`src/rtl/uart_alu_ctrl.sv`:
```
// Purpose : collects a 3-byte UART frame (A, B, opcode), drives the ALU and sends back its result byte.
// Latency : tx_start pulses 2 cycles after the edge that samples the opcode byte's rx_done.
// Backpr. : none on rx; bytes arriving while a result is in flight (EXEC/SEND/WAIT_TX) are dropped.
//
// Ports
//   clock, reset          single clock domain, synchronous active-low reset
//   tick                  baud-rate tick, drives the inter-byte timeout
//   rx_done, rx_data      received byte strobe and data
//   tx_done               transmitter finished the current byte
//   alu_result            combinational ALU output for data_a/data_b/op
//   data_a, data_b, op    registered ALU operands and opcode
//   tx_start, tx_data     one-cycle transmit request and the byte to send
//   busy                  high whenever not idle waiting for operand A
//   timeout_err           one-cycle pulse when a partial frame is discarded
module uart_alu_ctrl #(
    parameter int N_BITS    = 8,
    parameter int N_OP      = 6,
    parameter int N_TIMEOUT = 4096
) (
    input  logic              clock,
    input  logic              reset,
    input  logic              tick,
    input  logic              rx_done,
    input  logic [N_BITS-1:0] rx_data,
    input  logic              tx_done,
    input  logic [N_BITS-1:0] alu_result,
    output logic [N_BITS-1:0] data_a,
    output logic [N_BITS-1:0] data_b,
    output logic [N_OP-1:0]   op,
    output logic              tx_start,
    output logic [N_BITS-1:0] tx_data,
    output logic              busy,
    output logic              timeout_err
);

    localparam int            CW     = $clog2(N_TIMEOUT + 1);
    localparam logic [CW-1:0] TO_MAX = CW'(N_TIMEOUT);

    typedef enum logic [2:0] {
        GET_A,
        GET_B,
        GET_OP,
        EXEC,
        SEND,
        WAIT_TX
    } state_t;

    state_t        state;
    logic [CW-1:0] cnt;
    logic          timed_out;

    // The limit is checked on the registered count, so the discard happens
    // on the edge after the N_TIMEOUT-th tick; an rx_done on that tick or on
    // the discard edge itself still takes priority.
    assign timed_out = (cnt == TO_MAX);

    always_ff @(posedge clock) begin
        if (!reset) begin
            state       <= GET_A;
            cnt         <= '0;
            data_a      <= '0;
            data_b      <= '0;
            op          <= '0;
            tx_data     <= '0;
            tx_start    <= 1'b0;
            busy        <= 1'b0;
            timeout_err <= 1'b0;
        end else begin
            tx_start    <= 1'b0;
            timeout_err <= 1'b0;
            case (state)
                GET_A: begin
                    cnt <= '0;
                    if (rx_done) begin
                        data_a <= rx_data;
                        state  <= GET_B;
                        busy   <= 1'b1;
                    end
                end
                GET_B: begin
                    if (rx_done) begin
                        data_b <= rx_data;
                        cnt    <= '0;
                        state  <= GET_OP;
                    end else if (timed_out) begin
                        timeout_err <= 1'b1;
                        cnt         <= '0;
                        state       <= GET_A;
                        busy        <= 1'b0;
                    end else if (tick) begin
                        cnt <= cnt + CW'(1);
                    end
                end
                GET_OP: begin
                    if (rx_done) begin
                        op    <= rx_data[N_OP-1:0];
                        cnt   <= '0;
                        state <= EXEC;
                    end else if (timed_out) begin
                        timeout_err <= 1'b1;
                        cnt         <= '0;
                        state       <= GET_A;
                        busy        <= 1'b0;
                    end else if (tick) begin
                        cnt <= cnt + CW'(1);
                    end
                end
                EXEC: begin
                    // Operands and opcode settled last edge; capture the ALU.
                    tx_data <= alu_result;
                    state   <= SEND;
                end
                SEND: begin
                    tx_start <= 1'b1;
                    state    <= WAIT_TX;
                end
                WAIT_TX: begin
                    if (tx_done) begin
                        cnt   <= '0;
                        state <= GET_A;
                        busy  <= 1'b0;
                    end
                end
                default: begin
                    cnt   <= '0;
                    state <= GET_A;
                    busy  <= 1'b0;
                end
            endcase
        end
    end

endmodule

```
`config.mk`:
```
export PLATFORM = sky130hd
export DESIGN_NAME = uart_alu_ctrl
export DESIGN_NICKNAME = d
export VERILOG_FILES = /design/src/rtl/uart_alu_ctrl.sv
export SDC_FILE = /design/constraint.sdc
export NUM_CORES = 1
export LEC_CHECK = 0
export ABC_AREA = 1
export BUFFER_PORTS_ARGS = -buffer_cell sky130_fd_sc_hd__buf_2
export CAP_MARGIN = 40
export CORE_MARGIN = 3
export CORE_UTILIZATION = 50
export CTS_BUF_LIST = sky130_fd_sc_hd__clkbuf_4
export DETAILED_ROUTE_END_ITERATION = 7
export PLACE_DENSITY = 0.78
export SLEW_MARGIN = 20
export SYNTH_ARGS = -nofsm -noshare
export SYNTH_HDL_FRONTEND = slang
export SYNTH_SLANG_ARGS = --single-unit
```
`constraint.sdc`:
```
create_clock -name clock -period 1.3 [get_ports clock]
set_input_delay 0.325 -clock clock [delete_from_list [all_inputs] [get_ports clock]]
set_output_delay 0.325 -clock clock [all_outputs]
set_load 0.01 [all_outputs]
```
==> flow_metrics.env, run 1 <==
export IMPL_drive_above_1_share=0.501
export IMPL_multiInputGateArea_sq_mm=0.00168
export IMPL_drv_cap=0
export IMPL_tightest_slew_ns=0.459
export IMPL_hp_start="alu_result[4]"
export IMPL_power_leakage_nw=1.58
export IMPL_synthesis_nets=365
export IMPL_cp_slowest_cell="dfxtp_4"
export IMPL_drv_slew=0
export IMPL_status="finished with violations"
export IMPL_stdcell_area_sq_mm=0.00364
export IMPL_yosys_area_top_type_share=0.423
export IMPL_die_area_sq_mm=0.00549
export IMPL_ys_types=24
export IMPL_cts_buffer_depth=2
export IMPL_hold_ws_ns=0.167
export IMPL_root_buffer="clkbuf_4"
export IMPL_final_cell_mix="nor2_1 (65), buf_2 (53), nand2_1 (50)"
export IMPL_seq_area_frac_synth=0.423
export IMPL_initial_utilization=0.525
export IMPL_setup_violations=30
export IMPL_wl_per_cell_um=19.2
export IMPL_htreeDepth=2
export IMPL_hold_class="in -> reg"
export IMPL_clk_pin_slew_ns=0.16
export IMPL_startpoint="cnt[0]"
export IMPL_r2r_start="cnt[0]"
export IMPL_die_x_um=74.1
export IMPL_die_h_um=74.1
export IMPL_p_per_area_mw_per_mm2=1100
export IMPL_end_kind="register"
export IMPL_yosys_area_top_type="dfxtp_1"
export IMPL_io_buffer_count=53
export IMPL_crit_required_ns=1.62
export IMPL_critical_path_buf_inv_count=2
export IMPL_synth_warnings=0
export IMPL_syn_avg_cell_area_sq_um=6.78
export IMPL_syn_area_sq_mm=0.00232
export IMPL_cp_arrival_ns=1.84
export IMPL_num_vias=2960
export IMPL_synthTopCellsByArea="dfxtp_1 (42%), nor2_1 (14%), nand2_1 (11%)"
export IMPL_drtIter0Drc=403
export IMPL_grt_max_degree=26
export IMPL_cts_tree="built"
export IMPL_numCtsBuffers=5
export IMPL_antenna_found_initial=0
export IMPL_final_common_cell="nor2_1"
export IMPL_grt_pass1_vias=2622
export IMPL_grt_total_usage=0.275
export IMPL_synth_cells=342
export IMPL_ys_ff_latch=49
export IMPL_skew_ns=0.0253
export IMPL_post_drt_via_cell_ratio=6.00
export IMPL_coreArea_sq_mm=0.00441
export IMPL_fin_crit_sh=1.17
export IMPL_holdBufCountCts=0
export IMPL_final_hold_violation_count=0
export IMPL_rsz0062_at_grt="true"
export IMPL_fill_cells=237
export IMPL_start_kind="register"
export IMPL_gp_congestion=0.849
export IMPL_drc=0
export IMPL_grt_first_pass_wirelength_um=11700
export IMPL_n_antenna_cell=0
export IMPL_vdd_ir_drop_max_v=0.00112
export IMPL_cp_max_fo=3
export IMPL_crit_type="reg -> reg"
export IMPL_placed_area_sq_mm=0.00292
export IMPL_wl_um=9450
export IMPL_violations="setup timing"
export IMPL_min_period_ns=1.53
export IMPL_dr_pass1_iters=5
export IMPL_fin_util=0.825
export IMPL_hpwlAfterDp_um=4670
export IMPL_fmax_mhz=655
export IMPL_area_growth_pct=57.1
export IMPL_setup_tns_ns=-3.33
export IMPL_clock_sinks=49
export IMPL_nets=464
export IMPL_setup_ws_ns=-0.227
export IMPL_insertion_delay_ns=0.39
export IMPL_path_cells="ha_4 -> nand2_4 -> nor2_4 -> buf_6 -> buf_6 -> nand2_4 -> nand3_4 -> nor2_2 -> nand3_1 -> a21oi_1"
export IMPL_dpl_worst_slack_ns=-0.200
export IMPL_num_rows=24
export IMPL_num_io_pins=54
export IMPL_critical_path_max_stage_delay_ns=0.39
export IMPL_maxSlewHeadroom=0.693
export IMPL_crit_family="simple AND/OR/NAND/NOR gates"
export IMPL_regArea_sq_mm=0.00101
export IMPL_ant_nets=0
export IMPL_gr_total_overflow=0
[kinds of logic after synthesis]
logic type	share of synthesized area
fa+ha+maj	0.0108
simple gates	0.385
buf+inv	0.0804
compound gates	0.101
flops	0.423
[state kept, by name, summed over array words and instances, names as in the netlist]
| register | cells |
|---|---|
| cnt | 13 |
| data_a | 8 |
| data_b | 8 |
| tx_data | 8 |
| op | 6 |
| state | 3 |
| busy | 1 |
| timeout_err | 1 |
| tx_start | 1 |
[final cells by class]
class | count | share of cell area
clock buffers | 5 | 0.0103
clock inverters | 2 | 0.00309
inverters | 35 | 0.0405
multi-input cells | 250 | 0.461
flip-flops and latches | 49 | 0.277
well taps | 52 | 0.0179
repair buffers | 100 | 0.190
[layer usage]
layer / vias up / track usage / wire (um)
li1: 1291 / - / -
met1: 1353 / 0.321 / 3350
met2: 237 / 0.478 / 4540
met3: 79 / 0.0608 / 910
met4: 0 / 0.125 / 654
met5: - / 0 / 0
[path summary, 6_finish.rpt]
| kind | slack (ns) | depth (start not counted) | endpoint |
|---|---|---|---|
| worst max register to register | -0.23 | 10 | cnt[4] |
| worst max-delay path | -0.23 | 10 | cnt[4] |
| worst min register to register | 0.49 | 2 | busy |
| worst min-delay path | 0.17 | 3 | tx_data[4] |
[worst min-delay path, stage by stage]
cell and delay (ns):
buf_2 0.07, o21ai_0 0.07, nor2_1 0.07
[what timing repair did]
| action | CTS | global route |
|---|---|---|
| pin swaps | 18 | 41 |
| setup buffers | 4 | 3 |
| setup endpoints to repair | 39 | 42 |
| gates resized for setup | 49 | 115 |
| gates cloned | 1 | 0 |
[metrics by stage]
stage / power [mW] / cells
after floorplan: 2.28 / 342
after global placement: 2.71 / 478
after detailed placement: 2.74 / 478
after CTS: 3.56 / 490
after global routing: 4.15 / 493
final: 4.02 / 493
[cell usage after synthesis (all sizes together)]
library cell,number
nand3,30
a21oi,21
inv,35
nand2,72
ha,2
buf,6
clkbuf,3
dfxtp,49
nor2,89
nor3,3
o21ai,25
nand4,7
[report_power, final]
part | internal [mW] | switching (mW) | leakage (nW)
sequential | 1.63 | 0.123 | 0.404
clock | 0.196 | 0.521 | 0.0247
combinational | 0.620 | 0.928 | 1.15
(Power assumes the default switching activity.)
==> run 2: changes to the inputs <==
- CORE_UTILIZATION: 50 -> 55
- PLACE_DENSITY: 0.78 -> 0.81
- clock period: 1.3 -> 1.8 ns (I/O delays scaled with it)
==> run 2 against run 1 <==
The run now ends clean; routed wire length decreased by 43%; clock skew decreased by 0.021 ns; count of clock-buffer cells in the layout increased by 1; critical path type unchanged; highest routed layer unchanged.
==> flow_metrics.env, run 2 (synthesis gave the netlist of run 1 again) <==
export IMPL_status="finished clean"
export IMPL_root_buffer="clkbuf_4"
export IMPL_skew_ns=0.00409
export IMPL_startpoint="cnt[0]"
export IMPL_cp_max_fo=9
export IMPL_die_area_sq_mm=0.00503
export IMPL_post_drt_via_cell_ratio=5.15
export IMPL_gp_congestion=0.887
export IMPL_nets=422
export IMPL_fin_crit_sh=0.859
export IMPL_cp_arrival_ns=1.86
export IMPL_dpl_worst_slack_ns=0.266
export IMPL_min_period_ns=1.55
export IMPL_drv_cap=0
export IMPL_antenna_found_initial=0
export IMPL_setup_tns_ns=0
export IMPL_ant_nets=0
export IMPL_coreArea_sq_mm=0.00385
export IMPL_grt_pass1_vias=1984
export IMPL_rsz0062_at_grt="false"
export IMPL_grt_max_degree=26
export IMPL_numCtsBuffers=5
export IMPL_cts_tree="built"
export IMPL_r2r_start="cnt[0]"
export IMPL_num_vias=2308
export IMPL_num_io_pins=54
export IMPL_power_internal_mw=1.56
export IMPL_vdd_ir_drop_max_v=0.000631
export IMPL_largest_reg_flops=13
export IMPL_n_antenna_cell=0
export IMPL_power_leakage_nw=1.27
export IMPL_grt_total_usage=0.222
export IMPL_post_cts_buffers=0
export IMPL_fin_util=0.699
export IMPL_drv_slew=0
export IMPL_hp_start="rx_data[7]"
export IMPL_drive_above_1_share=0.208
export IMPL_die_h_um=70.9
export IMPL_final_common_cell="nor2_1"
export IMPL_end_kind="register"
export IMPL_cts_buffer_depth=2
export IMPL_setup_violations=0
export IMPL_fmax_mhz=647
export IMPL_placedCellCount=440
export IMPL_clk_pin_slew_ns=0.15
export IMPL_hpwlAfterDp_um=4040
export IMPL_htreeDepth=2
export IMPL_area_growth_pct=16.1
export IMPL_insertion_delay_ns=0.37
export IMPL_die_x_um=70.9
export IMPL_swShare=0.342
export IMPL_wl_per_cell_um=12.0
export IMPL_tightest_slew_ns=0.317
export IMPL_final_hold_violation_count=0
export IMPL_wl_um=5360
export IMPL_drc=0
export IMPL_hold_class="in -> reg"
export IMPL_io_buffer_count=53
export IMPL_grt_first_pass_wirelength_um=9050
export IMPL_p_per_area_mw_per_mm2=878
export IMPL_final_cell_mix="nor2_1 (86), nand2_1 (67), buf_2 (53)"
export IMPL_largest_register="cnt"
export IMPL_fill_cells=333
export IMPL_crit_type="reg -> reg"
export IMPL_holdBufCountCts=0
export IMPL_cts_resized=0
export IMPL_setup_ws_ns=0.254
export IMPL_maxSlewHeadroom=0.788
export IMPL_fin_cells=448
export IMPL_drtIter0Drc=218
export IMPL_dr_pass1_iters=4
export IMPL_crit_required_ns=2.11
export IMPL_gr_total_overflow=0
export IMPL_power_share_combinational=0.252
export IMPL_clock_sinks=49
export IMPL_clkPwrFrac=0.228
export IMPL_p_switching_mw=0.809
export IMPL_p_seq_frac=0.520
export IMPL_initial_utilization=0.602
export IMPL_start_kind="register"
export IMPL_num_rows=22
## run 2: cell types whose count changed in the layout (fill, tap and decap cells not counted), moves of 15 or more
cell and delta:
nand3_1 +19, nand2_1 +17, nor2_1 +21, buf_4 -26, nand3_4 -15
## run 2: power by group through the flow
| stage | Sequential (mW) | Combinational (mW) | Clock (mW) |
|---|---|---|---|
| 2_1_floorplan | 1.29 | 0.362 | 0 |
| 3_3_place_gp | 1.25 | 0.587 | 0 |
| 3_5_place_dp | 1.25 | 0.595 | 0 |
| 4_1_cts | 1.23 | 0.598 | 0.539 |
| 5_1_grt | 1.25 | 0.666 | 0.588 |
| 6_report | 1.23 | 0.597 | 0.538 |
## run 2: per-stage QoR
stage	total power, mW	area [sq um]	hold slack, ns
after floorplan	1.65	2320	0.465
after global placement	1.84	2630	0.426
after detailed placement	1.85	2630	0.431
after CTS	2.37	2690	0.306
after global routing	2.50	2690	0.316
final	2.37	2690	0.308
## run 2: worst paths after layout
check,slack (ns),endpoint,cells after the start
worst min-delay path,0.31,data_b[7],3
worst max-delay path,0.25,cnt[1],9
worst min register to register,0.45,busy,2
worst max register to register,0.25,cnt[1],9
## run 2: cell type report
class	instances	area (sq um)	area share
timing repair buffer	59	310	0.115
inverter	35	131	0.0488
clock inverter	2	13.8	0.00511
sequential	49	981	0.364
tap	48	60.1	0.0223
multi-input combinational	249	1150	0.428
clock buffer	6	45.0	0.0167
## run 2: layer usage
layer | global-route usage | part of all wire | routed length (um)
met3 | 0.0398 | 0.080 | 430
met2 | 0.344 | 0.43 | 2310
met4 | 0.0731 | 0.015 | 80
met1 | 0.312 | 0.47 | 2540
met5 | 0 | 0 | 0
## run 2: worst max-delay path, stage by stage (launching register included)
cell and delay (ns):
dfxtp_1 0.38, inv_1 0.09, ha_1 0.23, nand2_1 0.07, nor2_1 0.04, nand2_1 0.11
nand3_4 0.18, nand2_4 0.18, nand2_1 0.07, a21oi_1 0.14
==> run 3: changes to the inputs <==
- BUFFER_PORTS_ARGS: -buffer_cell sky130_fd_sc_hd__buf_2 -> not set
- DONT_BUFFER_PORTS: not set -> 1
- PLACE_DENSITY: 0.81 -> 0.7
==> run 3 against run 2 <==
Worst hold slack lost 0.13 ns; critical endpoint is now cnt[10]; largest power group unchanged; sequential cell count is the same; global-route usage shrank 0.50 points; critical path type unchanged; via count shrank 9.9%; sequential share of layout area grew 3.9 points; cell count shrank 13%.
==> flow_metrics.env, run 3 (synthesis gave the netlist of run 1 again) <==
export IMPL_clock_sinks=49
export IMPL_n_antenna_cell=0
export IMPL_crit_end="cnt[10]"
export IMPL_final_cell_mix="nor2_1 (86), nand2_1 (67), dfxtp_1 (49)"
export IMPL_largest_register="cnt"
export IMPL_min_period_ns=1.58
export IMPL_setup_tns_ns=0
export IMPL_p_switching_mw=0.781
export IMPL_swShare=0.326
export IMPL_path_cells="ha_1 -> nand2_1 -> nor2_2 -> nand3_1 -> nor3_1 -> nand3_1 -> nand2_1 -> nand2_1 -> nor2_1"
export IMPL_grt_pass1_vias=1829
export IMPL_drtIter0Drc=144
export IMPL_fin_cells=392
export IMPL_grt_total_usage=0.217
export IMPL_drc=0
export IMPL_crit_type="reg -> reg"
export IMPL_nets=366
export IMPL_setup_violations=0
export IMPL_cts_resized=0
export IMPL_initial_utilization=0.602
export IMPL_p_per_area_mw_per_mm2=985
export IMPL_die_x_um=70.9
export IMPL_cts_buffer_depth=2
export IMPL_status="finished clean"
export IMPL_clk_pin_slew_ns=0.16
export IMPL_area_growth_pct=4.96
export IMPL_cp_arrival_ns=1.90
export IMPL_startpoint="cnt[1]"
export IMPL_power_internal_mw=1.62
export IMPL_fill_cells=383
export IMPL_crit_required_ns=2.12
export IMPL_num_rows=22
export IMPL_grt_max_degree=27
export IMPL_fmax_mhz=633
export IMPL_critical_path_buf_inv_count=0
export IMPL_setup_ws_ns=0.221
export IMPL_gp_congestion=0.916
export IMPL_drv_cap=0
export IMPL_wl_per_cell_um=13.4
export IMPL_insertion_delay_ns=0.38
export IMPL_cp_max_fo=4
export IMPL_cp_slowest_cell="dfxtp_1"
export IMPL_post_drt_via_cell_ratio=5.30
export IMPL_clkPwrFrac=0.284
export IMPL_final_common_cell="nor2_1"
export IMPL_rsz0062_at_grt="false"
export IMPL_gr_total_overflow=0
export IMPL_hold_class="in -> reg"
export IMPL_drv_slew=0
export IMPL_fin_crit_sh=0.877
export IMPL_start_kind="register"
export IMPL_largest_reg_flops=13
export IMPL_dr_pass1_iters=6
export IMPL_rr_worst_depth=9
export IMPL_r2r_start="cnt[1]"
export IMPL_hp_start="reset"
export IMPL_final_hold_violation_count=0
export IMPL_placedCellCount=384
export IMPL_maxSlewHeadroom=0.666
export IMPL_coreArea_sq_mm=0.00385
export IMPL_io_buffer_count=0
export IMPL_num_io_pins=54
export IMPL_die_h_um=70.9
export IMPL_path_common_cell="nand2_1"
export IMPL_power_leakage_nw=1.01
export IMPL_crit_family="simple AND/OR/NAND/NOR gates"
export IMPL_htreeDepth=2
export IMPL_end_kind="register"
export IMPL_holdBufCountCts=0
export IMPL_grt_first_pass_wirelength_um=8760
export IMPL_root_buffer="clkbuf_4"
export IMPL_r2r_setup_slack_ns=0.22
export IMPL_wl_um=5250
export IMPL_antenna_found_initial=0
export IMPL_cts_tree="built"
export IMPL_numCtsBuffers=5
export IMPL_p_seq_frac=0.534
export IMPL_vdd_ir_drop_max_v=0.000662
export IMPL_skew_ns=0.0150
export IMPL_die_area_sq_mm=0.00503
export IMPL_r2r_end="cnt[10]"
export IMPL_drive_above_1_share=0.0785
export IMPL_hpwlAfterDp_um=3830
export IMPL_num_vias=2079
export IMPL_worstSetupPathDepth=9
export IMPL_fin_util=0.631
export IMPL_power_share_combinational=0.182
export IMPL_post_cts_buffers=0
export IMPL_critical_path_max_stage_delay_ns=0.40
export IMPL_ant_nets=0
export IMPL_dpl_worst_slack_ns=0.236
export IMPL_tightest_slew_ns=0.499
==> run 3: cell types whose count changed in the layout (fill, tap and decap cells not counted), sizes merged <==
cell	change
buf	-56
bufinv	+1
clkbuf	-1
==> run 3: power groups by stage <==
stage               registers [mW]  clock network (mW)  logic (mW)
floorplan                     1.29                   0       0.362
finish                        1.28               0.681       0.437
detailed placement            1.31                   0       0.430
CTS                           1.28               0.704       0.433
global route                  1.29               0.740       0.502
global placement              1.30                   0       0.427
==> run 3: final cells by class <==
type	instances	area, sq um	area share
multi-input cells	249	1150	0.473
flip-flops and latches	49	981	0.403
inverters	35	131	0.0540
well taps	48	60.1	0.0247
clock inverters	3	50.0	0.0206
clock buffers	5	37.5	0.0154
repair buffers	3	22.5	0.00925
==> run 3: through the flow <==
stage          power (mW)  area, sq um  hold WS (ns)
6_report             2.40         2430         0.176
2_1_floorplan        1.65         2320         0.465
3_5_place_dp         1.74         2350         0.486
5_1_grt              2.54         2430         0.139
3_3_place_gp         1.73         2350         0.477
4_1_cts              2.42         2430         0.158
==> run 3: how the worst min path moves through the flow <==
| stage | to | cells past startpoint |
|---|---|---|
| final | data_b[6] | 2 |
| after global placement | busy | 2 |
| after detailed placement | busy | 2 |
| after CTS | data_b[7] | 2 |
| after floorplan | busy | 2 |
| after global routing | data_b[4] | 2 |
==> run 3: metal layers <==
layer / track usage / routed length (um) / vias to the layer above / part of all wire
met5: 0 / 0 / - / 0
met4: 0.0626 / 68 / 0 / 0.013
met3: 0.0795 / 432 / 8 / 0.082
met2: 0.305 / 2210 / 65 / 0.42
met1: 0.311 / 2540 / 923 / 0.48
li1: - / - / 1083 / -
